--- config.mk ---
export PLATFORM = sky130hd
export DESIGN_NAME = dmem_lsu_port_flat
export DESIGN_NICKNAME = d
export VERILOG_FILES = /design/src/rtl/dmem_lsu_port_pkg.sv /design/src/rtl/dmem_lsu_port_if.sv /design/src/rtl/dmem_lsu_port_lane_align.sv /design/src/rtl/dmem_lsu_port.sv /design/src/flat_wrapper.sv
export SDC_FILE = /design/constraint.sdc
export NUM_CORES = 1
export LEC_CHECK = 0
export ABC_AREA = 1
export BUFFER_PORTS_ARGS = -buffer_cell sky130_fd_sc_hd__buf_2
export CORE_MARGIN = 2
export CORE_UTILIZATION = 30
export CTS_CLUSTER_DIAMETER = 100
export DETAILED_ROUTE_END_ITERATION = 8
export PLACE_DENSITY_LB_ADDON = 0.08
export SLEW_MARGIN = 0
export SYNTH_ARGS = -nofsm -noshare
export SYNTH_HDL_FRONTEND = slang
export SYNTH_HIERARCHICAL = 1
export SYNTH_SLANG_ARGS = --single-unit
export TNS_END_PERCENT = 30
--- constraint.sdc ---
create_clock -name CLK -period 1.7 [get_ports CLK]
set_input_delay 0.34 -clock CLK [delete_from_list [all_inputs] [get_ports CLK]]
set_output_delay 0.34 -clock CLK [all_outputs]
set_load 0.005 [all_outputs]
--- src/rtl/dmem_lsu_port_pkg.sv ---
// rtl/dmem_lsu_port_pkg.sv - shared encodings and lane-mask helpers for the data-memory load/store port
package dmem_lsu_port_pkg;

  localparam int LANES = 4;

  typedef enum logic [1:0] {
    SZ_B   = 2'b00,
    SZ_H   = 2'b01,
    SZ_W   = 2'b10,
    SZ_RSV = 2'b11
  } size_e;

  typedef enum logic [1:0] {
    IDLE    = 2'b00,
    RD_WAIT = 2'b01,
    RESP    = 2'b10
  } state_e;

  // Lanes touched by an access of the given size at byte offset off.
  function automatic logic [LANES-1:0] byte_mask(input logic [1:0] size, input logic [1:0] off);
    logic [LANES-1:0] m;
    case (size)
      SZ_B:    m = 4'b0001 << off;
      SZ_H:    m = 4'b0011 << {off[1], 1'b0};
      default: m = 4'b1111;
    endcase
    return m;
  endfunction

  // Size/offset combinations that cannot be served by one word access.
  function automatic logic is_misaligned(input logic [1:0] size, input logic [1:0] off);
    logic bad;
    case (size)
      SZ_B:    bad = 1'b0;
      SZ_H:    bad = off[0];
      SZ_W:    bad = (off != 2'b00);
      default: bad = 1'b1;
    endcase
    return bad;
  endfunction

endpackage

--- src/rtl/dmem_lsu_port_if.sv ---
// rtl/dmem_lsu_port_if.sv - request/response and byte-lane memory signals of the load/store port
interface dmem_lsu_port_if #(
  parameter int ADDR_WIDTH = 13
);

  logic                  REQ_VALID;
  logic                  REQ_READY;
  logic                  REQ_WE;
  logic [1:0]            REQ_SIZE;
  logic                  REQ_UNSIGNED;
  logic [ADDR_WIDTH-1:0] REQ_ADDR;
  logic [31:0]           REQ_WDATA;
  logic                  RSP_VALID;
  logic                  RSP_READY;
  logic [31:0]           RSP_RDATA;
  logic                  RSP_ERR;
  logic [ADDR_WIDTH-1:0] MEM_W_ADDR;
  logic [ADDR_WIDTH-1:0] MEM_R_ADDR;
  logic [3:0]            MEM_WE;
  logic [3:0]            MEM_RE;
  logic [31:0]           MEM_DIN;
  logic [31:0]           MEM_DOUT;

  // Core plus lane side: issues requests, consumes responses, serves lane reads.
  modport master (
    output REQ_VALID, REQ_WE, REQ_SIZE, REQ_UNSIGNED, REQ_ADDR, REQ_WDATA, RSP_READY, MEM_DOUT,
    input  REQ_READY, RSP_VALID, RSP_RDATA, RSP_ERR,
    input  MEM_W_ADDR, MEM_R_ADDR, MEM_WE, MEM_RE, MEM_DIN
  );

  // The load/store port itself.
  modport slave (
    input  REQ_VALID, REQ_WE, REQ_SIZE, REQ_UNSIGNED, REQ_ADDR, REQ_WDATA, RSP_READY, MEM_DOUT,
    output REQ_READY, RSP_VALID, RSP_RDATA, RSP_ERR,
    output MEM_W_ADDR, MEM_R_ADDR, MEM_WE, MEM_RE, MEM_DIN
  );

endinterface

--- src/rtl/dmem_lsu_port_lane_align.sv ---
// rtl/dmem_lsu_port_lane_align.sv - store data placement onto lanes and load data extraction/extension
module dmem_lane_align
  import dmem_lsu_port_pkg::*;
(
  input  logic [1:0]  st_off,
  input  logic [31:0] st_data,
  output logic [31:0] st_lane_data,
  input  logic [1:0]  ld_off,
  input  logic [1:0]  ld_size,
  input  logic        ld_unsigned,
  input  logic [31:0] ld_lane_data,
  output logic [31:0] ld_data
);

  logic [31:0] ld_shifted;

  // Store: move right-justified data up to its byte lane; load: bring it back down and extend.
  always_comb begin
    st_lane_data = st_data << {st_off, 3'b000};
    ld_shifted   = ld_lane_data >> {ld_off, 3'b000};
    case (ld_size)
      SZ_B:    ld_data = {{24{~ld_unsigned & ld_shifted[7]}}, ld_shifted[7:0]};
      SZ_H:    ld_data = {{16{~ld_unsigned & ld_shifted[15]}}, ld_shifted[15:0]};
      default: ld_data = ld_shifted;
    endcase
  end

endmodule

--- src/rtl/dmem_lsu_port.sv ---
// rtl/dmem_lsu_port.sv - load/store port driving four byte-wide data lanes; DMEM_MISALIGN_ERR_EN enables error responses
module dmem_lsu_port
  import dmem_lsu_port_pkg::*;
#(
  parameter int ADDR_WIDTH = 13
) (
  input  logic            CLK,
  input  logic            RST_N,
  dmem_lsu_port_if.slave  bus
);

  state_e                state;
  logic [1:0]            ld_off;
  logic [1:0]            ld_size;
  logic                  ld_unsigned;
  logic [1:0]            eff_size;
  logic [1:0]            eff_off;
  logic [ADDR_WIDTH-1:0] eff_addr;
  logic                  misalign;
  logic [3:0]            mask;
  logic [31:0]           st_lane_data;
  logic [31:0]           ld_data;

  // Resolve the access size/offset actually used for the lanes.
  always_comb begin
    eff_size = bus.REQ_SIZE;
    eff_off  = bus.REQ_ADDR[1:0];
    eff_addr = bus.REQ_ADDR;
`ifdef DMEM_MISALIGN_ERR_EN
    misalign = is_misaligned(bus.REQ_SIZE, bus.REQ_ADDR[1:0]);
`else
    misalign = 1'b0;
    if (eff_size == SZ_RSV) eff_size = SZ_W;
    if (eff_size == SZ_H) eff_off[0] = 1'b0;
    if (eff_size == SZ_W) eff_off = 2'b00;
    eff_addr[1:0] = eff_off;
`endif
    mask = byte_mask(eff_size, eff_off);
  end

  dmem_lane_align u_align (
    .st_off       (eff_off),
    .st_data      (bus.REQ_WDATA),
    .st_lane_data (st_lane_data),
    .ld_off       (ld_off),
    .ld_size      (ld_size),
    .ld_unsigned  (ld_unsigned),
    .ld_lane_data (bus.MEM_DOUT),
    .ld_data      (ld_data)
  );

  // Request/response FSM; every output is registered here.
  always_ff @(posedge CLK or negedge RST_N) begin
    if (!RST_N) begin
      state          <= IDLE;
      bus.REQ_READY  <= 1'b0;
      bus.RSP_VALID  <= 1'b0;
      bus.RSP_RDATA  <= '0;
      bus.RSP_ERR    <= 1'b0;
      bus.MEM_WE     <= '0;
      bus.MEM_RE     <= '0;
      bus.MEM_DIN    <= '0;
      bus.MEM_W_ADDR <= '0;
      bus.MEM_R_ADDR <= '0;
      ld_off         <= '0;
      ld_size        <= '0;
      ld_unsigned    <= 1'b0;
    end else begin
      bus.MEM_WE <= '0;
      bus.MEM_RE <= '0;
      case (state)
        IDLE: begin
          bus.REQ_READY <= 1'b1;
          if (bus.REQ_VALID && bus.REQ_READY) begin
            if (misalign) begin
              bus.RSP_VALID <= 1'b1;
              bus.RSP_ERR   <= 1'b1;
              bus.RSP_RDATA <= '0;
              bus.REQ_READY <= 1'b0;
              state         <= RESP;
            end else if (bus.REQ_WE) begin
              bus.MEM_W_ADDR <= eff_addr;
              bus.MEM_DIN    <= st_lane_data;
              bus.MEM_WE     <= mask;
            end else begin
              bus.MEM_R_ADDR <= eff_addr;
              bus.MEM_RE     <= mask;
              ld_off         <= eff_off;
              ld_size        <= eff_size;
              ld_unsigned    <= bus.REQ_UNSIGNED;
              bus.REQ_READY  <= 1'b0;
              state          <= RD_WAIT;
            end
          end
        end
        RD_WAIT: begin
          bus.REQ_READY <= 1'b0;
          bus.RSP_RDATA <= ld_data;
          bus.RSP_ERR   <= 1'b0;
          bus.RSP_VALID <= 1'b1;
          state         <= RESP;
        end
        RESP: begin
          bus.REQ_READY <= 1'b0;
          if (bus.RSP_READY) begin
            bus.RSP_VALID <= 1'b0;
            bus.RSP_ERR   <= 1'b0;
            bus.REQ_READY <= 1'b1;
            state         <= IDLE;
          end
        end
        default: begin
          bus.REQ_READY <= 1'b0;
          state         <= IDLE;
        end
      endcase
    end
  end

endmodule

--- src/flat_wrapper.sv ---
// flat-port wrapper written by rule: the top's interface ports become plain ports
module dmem_lsu_port_flat import dmem_lsu_port_pkg::*;
#(
  parameter int ADDR_WIDTH = 13
)
  (CLK, RST_N, bus_REQ_VALID, bus_REQ_WE, bus_REQ_SIZE, bus_REQ_UNSIGNED, bus_REQ_ADDR, bus_REQ_WDATA, bus_RSP_READY, bus_MEM_DOUT, bus_REQ_READY, bus_RSP_VALID, bus_RSP_RDATA, bus_RSP_ERR, bus_MEM_W_ADDR, bus_MEM_R_ADDR, bus_MEM_WE, bus_MEM_RE, bus_MEM_DIN);
  dmem_lsu_port_if #(.ADDR_WIDTH(ADDR_WIDTH)) bus_i ();
  input  logic CLK;
  input  logic RST_N;
  input wire logic [$bits(bus_i.REQ_VALID)-1:0] bus_REQ_VALID;
  input wire logic [$bits(bus_i.REQ_WE)-1:0] bus_REQ_WE;
  input wire logic [$bits(bus_i.REQ_SIZE)-1:0] bus_REQ_SIZE;
  input wire logic [$bits(bus_i.REQ_UNSIGNED)-1:0] bus_REQ_UNSIGNED;
  input wire logic [$bits(bus_i.REQ_ADDR)-1:0] bus_REQ_ADDR;
  input wire logic [$bits(bus_i.REQ_WDATA)-1:0] bus_REQ_WDATA;
  input wire logic [$bits(bus_i.RSP_READY)-1:0] bus_RSP_READY;
  input wire logic [$bits(bus_i.MEM_DOUT)-1:0] bus_MEM_DOUT;
  output wire logic [$bits(bus_i.REQ_READY)-1:0] bus_REQ_READY;
  output wire logic [$bits(bus_i.RSP_VALID)-1:0] bus_RSP_VALID;
  output wire logic [$bits(bus_i.RSP_RDATA)-1:0] bus_RSP_RDATA;
  output wire logic [$bits(bus_i.RSP_ERR)-1:0] bus_RSP_ERR;
  output wire logic [$bits(bus_i.MEM_W_ADDR)-1:0] bus_MEM_W_ADDR;
  output wire logic [$bits(bus_i.MEM_R_ADDR)-1:0] bus_MEM_R_ADDR;
  output wire logic [$bits(bus_i.MEM_WE)-1:0] bus_MEM_WE;
  output wire logic [$bits(bus_i.MEM_RE)-1:0] bus_MEM_RE;
  output wire logic [$bits(bus_i.MEM_DIN)-1:0] bus_MEM_DIN;
  assign bus_i.REQ_VALID = bus_REQ_VALID;
  assign bus_i.REQ_WE = bus_REQ_WE;
  assign bus_i.REQ_SIZE = bus_REQ_SIZE;
  assign bus_i.REQ_UNSIGNED = bus_REQ_UNSIGNED;
  assign bus_i.REQ_ADDR = bus_REQ_ADDR;
  assign bus_i.REQ_WDATA = bus_REQ_WDATA;
  assign bus_i.RSP_READY = bus_RSP_READY;
  assign bus_i.MEM_DOUT = bus_MEM_DOUT;
  assign bus_REQ_READY = bus_i.REQ_READY;
  assign bus_RSP_VALID = bus_i.RSP_VALID;
  assign bus_RSP_RDATA = bus_i.RSP_RDATA;
  assign bus_RSP_ERR = bus_i.RSP_ERR;
  assign bus_MEM_W_ADDR = bus_i.MEM_W_ADDR;
  assign bus_MEM_R_ADDR = bus_i.MEM_R_ADDR;
  assign bus_MEM_WE = bus_i.MEM_WE;
  assign bus_MEM_RE = bus_i.MEM_RE;
  assign bus_MEM_DIN = bus_i.MEM_DIN;
  dmem_lsu_port #(.ADDR_WIDTH(ADDR_WIDTH)) u_core (.CLK(CLK), .RST_N(RST_N), .bus(bus_i));
endmodule
==> metrics.md, run 1 <==
| Metric | Value |
|---|---|
| Area of the multi-input gates | `around 2400 sq um` |
| # port buffers | `184` |
| Max Clock Skew | `9.477 ps` |
| CTS Buf Count | `9` |
| H-tree Lvls | `3` |
| Final nets | `between 900 and 1k` |
| Cell count after synthesis | `about 700` |
| Status | `finished, final reports clean` |
| Synth Register Bits | `approximately 110` |
| Final setup TNS | `0 ps` |
| Synth Area in XOR/XNOR | `0` |
| RD Place Congestion | `slightly below 0.9` |
| Synth top cells by count | `nand2_1 (349), dfrtp_1 (105), nand3_1 (43)` |
| Internal | `6.830 mW` |
| Vias in the first global route | `around 5k` |
| Max IR drop VDD | `0.7057 mV` |
| Cell Area, Synth | `between 5000 and 6000 sq um` |
| Clock root buffer | `clkbuf_16` |
| Antenna diodes | `0` |
| Initial core utilization | `0.3034` |
| DR vias | `about 5.2k` |
| Initial antenna violation count | `0` |
| Psw | `4.445 mW` |
| IO Pins | `186` |
| Post-place setup slack | `between 9 and 10 ps` |
| Die W | `138.1 um` |
| Total GRT Usage | `0.1781` |
| YS warnings | `6` |
| Vias per cell | `around 4.7` |
| Final max-slew violation count | `0` |
| Final Power | `between 10 and 15 mW` |
| Post-synth top area share | `0.4871` |
| Layout Cells excl Fill | `1113` |
| Antenna Nets Post-Route | `0` |
| Proportion of layout cells with a drive suffix above 1 | `0.2771` |
| Worst-path clk slew | `80 ps` |
| Largest family of logic cells by synthesized area | `simple AND/OR/NAND/NOR gates` |
| Area grow syn2layout | `28.39%` |
| Fin. Hold Viols | `0` |
| Total Wirelength | `around 17000 um` |
| Peak fanout along the critical path | `24` |
| Placed cell count | `between 1k and 1.5k` |
| TritonRoute pass-1 iters | `5` |
| Core Area | `17780 sq um` |
| Largest area contributor in the netlist | `dfrtp_1` |
| First-pass GRT wire length | `~27000 um` |
| Synth Net Count | `between 700 and 800` |
| Top-count cell post-synth | `nand2_1` |
| Final Setup Violations | `0` |
| Seq/Total Area, Yosys | `0.4871` |
| Critical path type | `reg -> reg` |
| Clock sinks | `about 110` |
| Remaining DRCs | `0` |
| Synth unique cells | `26` |
| CP required | `around 2000 ps` |
| Worst min path class | `in -> reg` |
| Fmax | `0.6547 GHz` |
| PD cells | `~1600 nW/um^2` |
| Hpwl dp | `around 12000 um` |
| Leak | `3.949 nW` |
| RSZ-0062 raised after global routing | `no` |
| Clk Latency, worst-skew pair | `approximately 350 ps` |
| Worst Setup Start Kind | `flop` |
| Largest net degree at the start of global routing | `46` |
| Top post-synthesis cells by area | `dfrtp_1 (49%), nand2_1 (24%), nand3_1 (4.0%)` |
| Sw Ratio | `0.3943` |
| Area of the die | `approximately 19000 sq um` |
| Grt total ovfl | `0` |
| Max Cap Viol | `0` |
| Maximum clock insertion buffer count | `2` |
| Post-synth EDFFs | `0` |
| Seq. cell area | `about 2600 sq um` |
| Arrival time worst endpoint | `1810 ps` |
| Synth Area in Adders | `0` |
| Top FF cell, synth | `dfrtp_1` |
| Drt wl/cell | `~15 um` |
| Row cnt | `49` |
| Drt first-iter violations | `421` |
| Logic pwr share | `0.411` |
| Simple-gate share of the synthesized area | `0.3421` |
| Post-synthesis mux area share | `0.01299` |
| Flop pwr share | `0.380` |
| Syn Area/Cell | `between 7 and 8 sq um` |
| Crit end category | `flop` |
| Power share of the clock group | `0.210` |
| Fin Hold WS | `between 150 and 200 ps` |
| Final worst-path cycle share | `0.8984` |
| Die height | `138.1 um` |
| Post-synthesis compound-gate area fraction | `0.08188` |
| CTS tree | `done` |
| # fillers | `about 1.9k` |
| Final worst setup slack | `approximately 170 ps` |
| Tmin final | `about 1500 ps` |
| Asr flop ratio synth | `1.000` |
through the flow:
step | util | area (sq um)
3_5_place_dp | 0.3700 | 6579
5_1_grt | 0.3895 | 6925
2_1_floorplan | - | 5394
6_report | 0.3895 | 6925
3_3_place_gp | 0.3700 | 6579
4_1_cts | 0.3894 | 6924
layer usage:
metal  track usage  part of all wire  vias to the layer above
met5             0                 0                        -
met4       0.04834             0.014                        0
met3       0.03672             0.060                       17
met2        0.2905              0.48                      190
met1        0.2420              0.45                     2416
li1              -                 -                     2584
cell families after synthesis:
kind of cell    Yosys count
other cells               1
compound gates           71
buf+inv                  73
simple gates            448
flops                   105
mux                       7
registers in the layout (all words and copies together), names as in the netlist:
register and cells:
u_core/bus.REQ_READY 1, u_core/bus.RSP_VALID 1, u_core/state 2, u_core/bus.MEM_W_ADDR 13, u_core/ld_unsigned 1, u_core/bus.MEM_RE 4
u_core/bus.RSP_RDATA 32, u_core/bus.MEM_R_ADDR 13, u_core/ld_size 2, u_core/bus.MEM_WE 4, u_core/bus.MEM_DIN 32
what timing repair did:
item	in CTS	in global routing
hold buffers	1	0
endpoints found under the setup margin	0	15
endpoints found under the hold margin	13	0
gates resized for setup	0	1
buffers inserted	0	0
critical path: stages, from the launching register on:
cell and delay [ps]:
dfrtp_2 510, inv_8 150, nand2_1 110, nand3_2 100, nand3_4 240, nand3_1 190, nand2_1 80, nand2_1 80
power groups by stage:
stage | Clock [mW] | Sequential [mW] | Combinational, mW
6_report | 2.36 | 4.28 | 4.63
5_1_grt | 2.56 | 4.43 | 5.26
4_1_cts | 2.46 | 4.30 | 4.74
3_5_place_dp | 0 | 4.33 | 4.73
3_3_place_gp | 0 | 4.31 | 4.67
2_1_floorplan | 0 | 4.31 | 2.73
worst paths after layout:
| kind | start | end | slack, ps | cells past startpoint |
|---|---|---|---|---|
| max | u_core/bus.MEM_R_ADDR[0] | u_core/bus.RSP_RDATA[24] | 170 | 7 |
| min | bus_RSP_READY | u_core/state[1] | 190 | 2 |
| max reg2reg | u_core/bus.MEM_R_ADDR[0] | u_core/bus.RSP_RDATA[24] | 170 | 7 |
| min reg2reg | u_core/bus.RSP_RDATA[20] | u_core/bus.RSP_RDATA[20] | 470 | 2 |
| max in group asynchronous | RST_N | u_core/bus.RSP_RDATA[22] | 710 | 3 |
| min in group asynchronous | RST_N | u_core/bus.RSP_RDATA[5] | 400 | 2 |
placed cells by master (no fill, tap or decap), types with 5 or more instances in the layout:
cell type / netlist / routed
a22oi_1: 15 / 15
dfrtp_1: 105 / 104
o21ai_0: 17 / 17
nand3_1: 43 / 43
buf_4: 5 / 14
clkbuf_16: 0 / 9
o211ai_1: 19 / 19
nand2_2: 5 / 5
buf_2: 24 / 183
buf_12: 0 / 8
mux2i_1: 7 / 7
nor2_1: 37 / 36
inv_1: 25 / 25
a21oi_1: 19 / 19
nand2_1: 349 / 349
cell type report:
type,instances,area share
sequential,105,0.3796
inverter,30,0.01734
tap,229,0.04137
clock inverter,7,0.01590
multi-input combinational,527,0.3413
timing repair buffer,206,0.1720
clock buffer,9,0.03252
Power figures use the tool's default switching activity.
==> inputs of run 2 (changes only) <==
==> constraint.sdc (replaced) <==
create_clock -name CLK -period 1.5 [get_ports CLK]
set_input_delay 0.3 -clock CLK [delete_from_list [all_inputs] [get_ports CLK]]
set_output_delay 0.3 -clock CLK [all_outputs]
set_load 0.005 [all_outputs]
==> run 2 against run 1 <==
Sequential cell count stayed put. Hold slack worse by 40 ps. Count of clock-buffer cells in the layout is 1 higher. Critical path depth is 5 lower. Core utilization is 0.084 points higher. Clock power is 3% higher. Sequential power is 13% higher.
==> metrics.md, run 2 (synthesis results as in run 1) <==
| Metric | Value |
|---|---|
| Leak | `3.966 nW (+0.43%)` |
| Proportion of layout cells with a drive suffix above 1 | `0.2851 (+0.007924)` |
| Arrival time worst endpoint | `1150 ps (-660 ps)` |
| # port buffers | `184 (unchanged)` |
| DR vias | `5194 (-0.25%)` |
| Final max-slew violation count | `0 (unchanged)` |
| Grt total ovfl | `0 (unchanged)` |
| Drt first-iter violations | `240 (-43%)` |
| Die W | `138.1 um (unchanged)` |
| Commonest non-fill, non-tap cells in the layout | `nand2_1 (349), buf_2 (183), dfrtp_1 (103), nand3_1 (42), nor2_1 (36)` |
| Final Setup Violations | `0 (unchanged)` |
| Worst-Margin Slew | `531.7 ps` |
| PD cells | `1819 nW/um^2 (+12%)` |
| Max Cap Viol | `0 (unchanged)` |
| Die height | `138.1 um (unchanged)` |
| Post-route design area | `6940 sq um (+0.22%)` |
| Clock sinks | `105 (unchanged)` |
| Area grow syn2layout | `28.67%` |
| Total GRT Usage | `0.1777 (-0.0003619)` |
| Worst Setup Start Kind | `flop` |
| Row cnt | `49 (unchanged)` |
| Status | `finished, final reports clean` |
| First-pass GRT wire length | `27500 um (+1.1%)` |
| RD Place Congestion | `0.8913 (+1.1%)` |
| Logic pwr share | `0.422 (+0.011)` |
| Largest net degree at the start of global routing | `67 (+46%)` |
| Vias per cell | `4.638 (-0.87%)` |
| Worst min path class | `in -> reg` |
| Antenna Nets Post-Route | `0 (unchanged)` |
| Max Clock Skew | `10.16 ps (+0.6841 ps)` |
| Clock root buffer | `clkbuf_16` |
| Area of the die | `19070 sq um (unchanged)` |
| Final nets | `971 (+0.73%)` |
| Total Wirelength | `16890 um (-0.85%)` |
| Clk Latency, worst-skew pair | `350 ps (about the same)` |
| Vias in the first global route | `5288 (+4.6%)` |
| Remaining DRCs | `0 (unchanged)` |
| IO Pins | `186 (unchanged)` |
| Crit end category | `output port` |
| Hpwl dp | `12450 um (-0.18%)` |
| Tmin final | `around 1500 ps` |
| Maximum clock insertion buffer count | `2 (unchanged)` |
| Reg2reg start | `u_core/bus.MEM_R_ADDR[0]` |
| Sw Ratio | `0.3932 (-0.001042)` |
| Antenna diodes | `0 (unchanged)` |
| Power share of the clock group | `0.193 (-0.017)` |
| Final worst-path cycle share | `0.9676` |
| CTS tree | `done` |
| RSZ-0062 raised after global routing | `yes` |
| Hold endpoint | `u_core/state[1]` |
| H-tree Lvls | `3 (unchanged)` |
| Setup slack on the worst flop-to-flop path | `90 ps (-80 ps)` |
| Top Registers | `u_core/bus.MEM_DIN (32), u_core/bus.RSP_RDATA (32)` |
| Fmax | `~0.7 GHz` |
| Psw | `4.964 mW (+12%)` |
| Critical path type | `reg -> out` |
| Drt wl/cell | `15.08 um (-1.5%)` |
| Max IR drop VDD | `0.6319 mV (-10%)` |
| R2R depth | `6 (-1)` |
| Worst Hold Launch | `bus_RSP_READY` |
| Postcts setup bufs | `0 (unchanged)` |
| Flop pwr share | `0.384 (+0.004)` |
| Final setup TNS | `0 ps (unchanged)` |
| Worst-path clk slew | `70 ps (about the same)` |
| Critical Path Start | `u_core/bus.MEM_R_ADDR[0]` |
| Worst R2R End | `u_core/bus.RSP_RDATA[23]` |
| Fin. Hold Viols | `0 (unchanged)` |
| CP required | `1200 ps (-790 ps)` |
| Internal | `7.661 mW (+12%)` |
| Core Area | `17780 sq um (unchanged)` |
| Initial antenna violation count | `0 (unchanged)` |
| TritonRoute pass-1 iters | `4 (-1)` |
| Initial core utilization | `0.3034 (unchanged)` |
| WHS Path Cells | `2 (unchanged)` |
| Peak fanout along the critical path | `7 (-71%)` |
| Dpl cell area | `6619 sq um (+0.61%)` |
| Worst rel slew slack | `0.6455` |
| Commonest non-fill, non-tap cell in the layout | `nand2_1` |
| CTS Buf Count | `9 (unchanged)` |
[run 2: worst max-delay path by stage]
stage,slack (ps),cells past startpoint,end
final,50,2,bus_MEM_R_ADDR[0]
after global routing,-10,7,u_core/bus.RSP_RDATA[23]
after CTS,20,2,bus_MEM_R_ADDR[0]
after global placement,-160,8,u_core/bus.MEM_DIN[27]
after detailed placement,-140,9,u_core/bus.MEM_DIN[31]
after floorplan,150,10,u_core/bus.MEM_DIN[24]
[run 2: power by group through the flow]
| stage | clock [mW] | sequential [mW] | combinational, mW |
|---|---|---|---|
| 6_report | 2.44 | 4.85 | 5.33 |
| 5_1_grt | 2.64 | 5.03 | 6.09 |
| 4_1_cts | 2.54 | 4.87 | 5.46 |
| 3_5_place_dp | 0 | 4.90 | 5.45 |
| 3_3_place_gp | 0 | 4.89 | 5.38 |
| 2_1_floorplan | 0 | 4.88 | 3.10 |
[run 2: area by class of cell]
type	count	area, sq um
Tap cell	229	286.5
Multi-Input combinational cell	527	2369
Clock inverter	6	65.06
Clock buffer	10	239.0
Sequential cell	105	2630
Inverter	30	120.1
Timing Repair Buffer	213	1231
Fill cell	1898	10840
[run 2: repair_timing]
item | in CTS | in global routing
hold buffers | 1 | 0
hold endpoints to repair | 66 | 0
setup endpoints to repair | 25 | 16
resized for setup | 1 | 2
[run 2: critical path: stages (launching register included)]
cell and delay (ps):
dfrtp_2 510, buf_4 170, buf_2 120
[run 2: per-stage QoR]
step	setup WS, ps	std cells	total power [mW]	hold WS [ps]	utilization
floorplan	153.6	705	7.976	4.409	-
detailed placement	-138.3	1103	10.34	350.0	0.3723
global route	-14.49	1120	13.76	150.9	0.3904
finish	48.54	1120	12.62	152.1	0.3904
global placement	-155.2	1103	10.26	354.1	0.3723
CTS	24.72	1120	12.86	144.0	0.3900
[run 2: per-layer routing]
metal,GRT usage,vias to the layer above,part of all wire
li1,-,2594,-
met1,0.2382,2397,0.46
met2,0.2929,187,0.47
met3,0.03221,16,0.055
met4,0.05693,0,0.015
met5,0,-,0
==> inputs of run 3 (changes only) <==
--- a/config.mk
+++ b/config.mk
@@ -8,7 +8,7 @@
 export ABC_AREA = 1
 export BUFFER_PORTS_ARGS = -buffer_cell sky130_fd_sc_hd__buf_2
 export CORE_MARGIN = 2
-export CORE_UTILIZATION = 30
+export CORE_UTILIZATION = 51
 export CTS_CLUSTER_DIAMETER = 100
 export DETAILED_ROUTE_END_ITERATION = 8
 export PLACE_DENSITY_LB_ADDON = 0.08
==> run 3 against run 2 <==
Combinational power increased by 6.8%. Setup slack got worse by 6.8 ps. Cell count decreased by 7.7%. Core utilization increased by 28 points. Clock skew increased by 6.8 ps. Non-clock buffer count increased by 4. Count of clock-buffer cells in the layout increased by 2. First-iteration DRC count increased by 25%. Critical path depth increased by 6. Global-route usage increased by 8.4 points. Sequential cell count unchanged. Critical path type is now reg -> reg. Largest power group unchanged.
==> metrics.md, run 3 (synthesis results as in run 1) <==
| Metric | Value |
|---|---|
| Status | `finished, final reports clean` |
| Grt total ovfl | `0 (unchanged)` |
| Post-route design area | `6848 sq um (-1.3%)` |
| Tmin final | `1458 ps (+6.839 ps)` |
| H-tree Lvls | `3 (unchanged)` |
| CP Cell Sequence | `buf_12 > inv_8 > nand2_2 > nand2_2 > nand4_4 > nand3_1 > nand2_1 > nand2_1` |
| Setup slack on the worst flop-to-flop path | `40 ps (-50 ps)` |
| Critical Path Start | `u_core/bus.MEM_R_ADDR[0]` |
| Arrival time worst endpoint | `1760 ps (+610 ps)` |
| DR vias | `5242 (+0.92%)` |
| R2R depth | `8 (+2)` |
| Antenna diodes | `0 (unchanged)` |
| Antenna Nets Post-Route | `0 (unchanged)` |
| IO Pins | `186 (unchanged)` |
| Worst-path clk slew | `100 ps (+30 ps)` |
| Initial core utilization | `0.5248 (+0.2215)` |
| Reg2reg start | `u_core/bus.MEM_R_ADDR[0]` |
| Fmax | `0.6857 GHz (-0.47%)` |
| Final Setup Violations | `0 (unchanged)` |
| Final worst setup slack | `41.70 ps (-6.839 ps)` |
| Fin. Hold Viols | `0 (unchanged)` |
| Core Area | `10280 sq um (-42%)` |
| Vias per cell | `5.070 (+9.3%)` |
| Drt wl/cell | `14.62 um (-3.1%)` |
| Clk Latency, worst-skew pair | `370 ps (+20 ps)` |
| Vias in the first global route | `4881 (-7.7%)` |
| Final worst-path cycle share | `0.9722 (+0.004559)` |
| Max Cap Viol | `0 (unchanged)` |
| Final Util | `0.6663 (+0.2759)` |
| PD cells | `1820 nW/um^2 (about the same)` |
| First-pass GRT wire length | `23520 um (-14%)` |
| Proportion of layout cells with a drive suffix above 1 | `0.2884 (+0.003346)` |
| Leak | `3.964 nW (about the same)` |
| Largest net degree at the start of global routing | `39 (-42%)` |
| Final max-slew violation count | `0 (unchanged)` |
| Sw Ratio | `0.4011 (+0.007860)` |
| Post-place setup slack | `-97.81 ps (+40.47 ps)` |
| Die height | `106.8 um (-23%)` |
| # port buffers | `184 (unchanged)` |
| Total GRT Usage | `0.2616 (+0.08386)` |
| Worst min path class | `in -> reg` |
| Hpwl dp | `10960 um (-12%)` |
| Remaining DRCs | `0 (unchanged)` |
| Clock sinks | `105 (unchanged)` |
| Commonest non-fill, non-tap cell in the layout | `nand2_1` |
| Max IR drop VDD | `1.002 mV (+59%)` |
| Maximum clock insertion buffer count | `2 (unchanged)` |
| Total Wirelength | `15110 um (-11%)` |
| Initial antenna violation count | `0 (unchanged)` |
| CTS Buf Count | `9 (unchanged)` |
| Critical Path Sink | `u_core/bus.RSP_RDATA[24]` |
| Critical path buffer and inverter count | `2 (unchanged)` |
| Commonest non-fill, non-tap cells in the layout | `nand2_1 (349), buf_2 (183), dfrtp_1 (104), nand3_1 (42), nor2_1 (35)` |
| Psw | `4.999 mW (+0.70%)` |
| Peak fanout along the critical path | `16 (+9)` |
| Crit end category | `flop` |
| Max Clock Skew | `17.01 ps (+6.848 ps)` |
| Die W | `106.8 um (-23%)` |
| Worst R2R End | `u_core/bus.RSP_RDATA[24]` |
| Dpl cell area | `6530 sq um (-1.3%)` |
| Fin Hold WS | `143.9 ps (-8.130 ps)` |
| Critical path type | `reg -> reg` |
| RD Place Congestion | `0.9223 (+3.5%)` |
| Final nets | `978 (+0.72%)` |
| Crit-path slowest cell | `dfrtp_1` |
| Flop pwr share | `0.386 (+0.002)` |
| Power share of the clock group | `0.157 (-0.036)` |
| Slowest cell delay on critical path | `450 ps (-60 ps)` |
| Clock root buffer | `clkbuf_8` |
| Logic pwr share | `0.456 (+0.034)` |
| Drt first-iter violations | `301 (+25%)` |
| WP depth | `8 (+6)` |
| Row cnt | `37 (-24%)` |
| RSZ-0062 raised after global routing | `yes` |
| CTS tree | `done` |
| Worst Setup Start Kind | `flop` |
| Internal | `7.465 mW (-2.6%)` |
| Area of the die | `11410 sq um (-40%)` |
| Final setup TNS | `0 ps (unchanged)` |
| Area grow syn2layout | `26.95%` |
| TritonRoute pass-1 iters | `6 (+2)` |
| CP required | `1800 ps (+600 ps)` |
| CP delay by family, top | `simple AND/OR/NAND/NOR gates` |
| Top Registers | `u_core/bus.MEM_DIN (32), u_core/bus.RSP_RDATA (32)` |
[run 3: cell count changes in the layout (fill, tap and decap cells not counted), moves of 2 or more]
cell / delta
clkbuf_16: -9
buf_4: +3
nand3_4: +4
clkbuf_1: +2
clkbuf_8: +9
[run 3: worst register-to-register path, stage by stage (launching register included)]
cell     delay, ps
dfrtp_1        450
buf_12         170
inv_8           70
nand2_2         50
nand2_2         80
nand4_4        280
nand3_1        170
nand2_1         70
nand2_1         70
[run 3: per-layer routing]
layer / GRT usage / share of wire / up-vias
li1: - / - / 2610
met2: 0.4372 / 0.49 / 201
met5: 0 / 0 / -
met1: 0.3434 / 0.41 / 2416
met3: 0.05957 / 0.084 / 15
met4: 0.07236 / 0.014 / 0
[run 3: repair_timing]
item | 4_1_cts | 5_1_grt
gates resized for setup | 1 | 7
buffers inserted | 0 | 2
cloned | 0 | 3
hold buffers | 1 | 0
endpoints found under the hold margin | 24 | 0
pin swaps | 0 | 2
setup endpoints to repair | 2 | 24
[run 3: how the worst min path moves through the flow]
| stage | from | to | slack [ps] | cells past startpoint |
|---|---|---|---|---|
| 2_1_floorplan | RST_N | u_core/bus.MEM_DIN[0] | 4 | 0 |
| 3_3_place_gp | RST_N | u_core/bus.MEM_WE[2] | 260 | 1 |
| 3_5_place_dp | RST_N | u_core/bus.MEM_RE[2] | 250 | 1 |
| 4_1_cts | bus_REQ_ADDR[12] | u_core/bus.MEM_W_ADDR[12] | 130 | 3 |
| 5_1_grt | bus_REQ_ADDR[7] | u_core/bus.MEM_W_ADDR[7] | 120 | 3 |
| 6_report | bus_REQ_ADDR[5] | u_core/bus.MEM_W_ADDR[5] | 140 | 3 |
[run 3: layout make-up]
class,instances,area (sq um)
Clock inverter,4,73.82
Sequential cell,105,2629
Multi-Input combinational cell,530,2436
Clock buffer,12,145.1
Inverter,30,120.1
Fill cell,947,3430
Tap cell,136,170.2
Timing Repair Buffer,217,1274
[run 3: metrics by stage]
step	power [mW]	std cells
floorplan	7.976	705
global placement	10.16	1012
detailed placement	10.31	1012
CTS	12.29	1029
global route	13.45	1034
finish	12.46	1034
[run 3: power by group through the flow]
stage          clock [mW]  sequential (mW)  combinational (mW)
6_report             1.96             4.82                5.69
5_1_grt              2.13             4.95                6.37
4_1_cts              2.01             4.81                5.48
3_5_place_dp            0             4.84                5.47
3_3_place_gp            0             4.81                5.35
2_1_floorplan           0             4.88                3.10
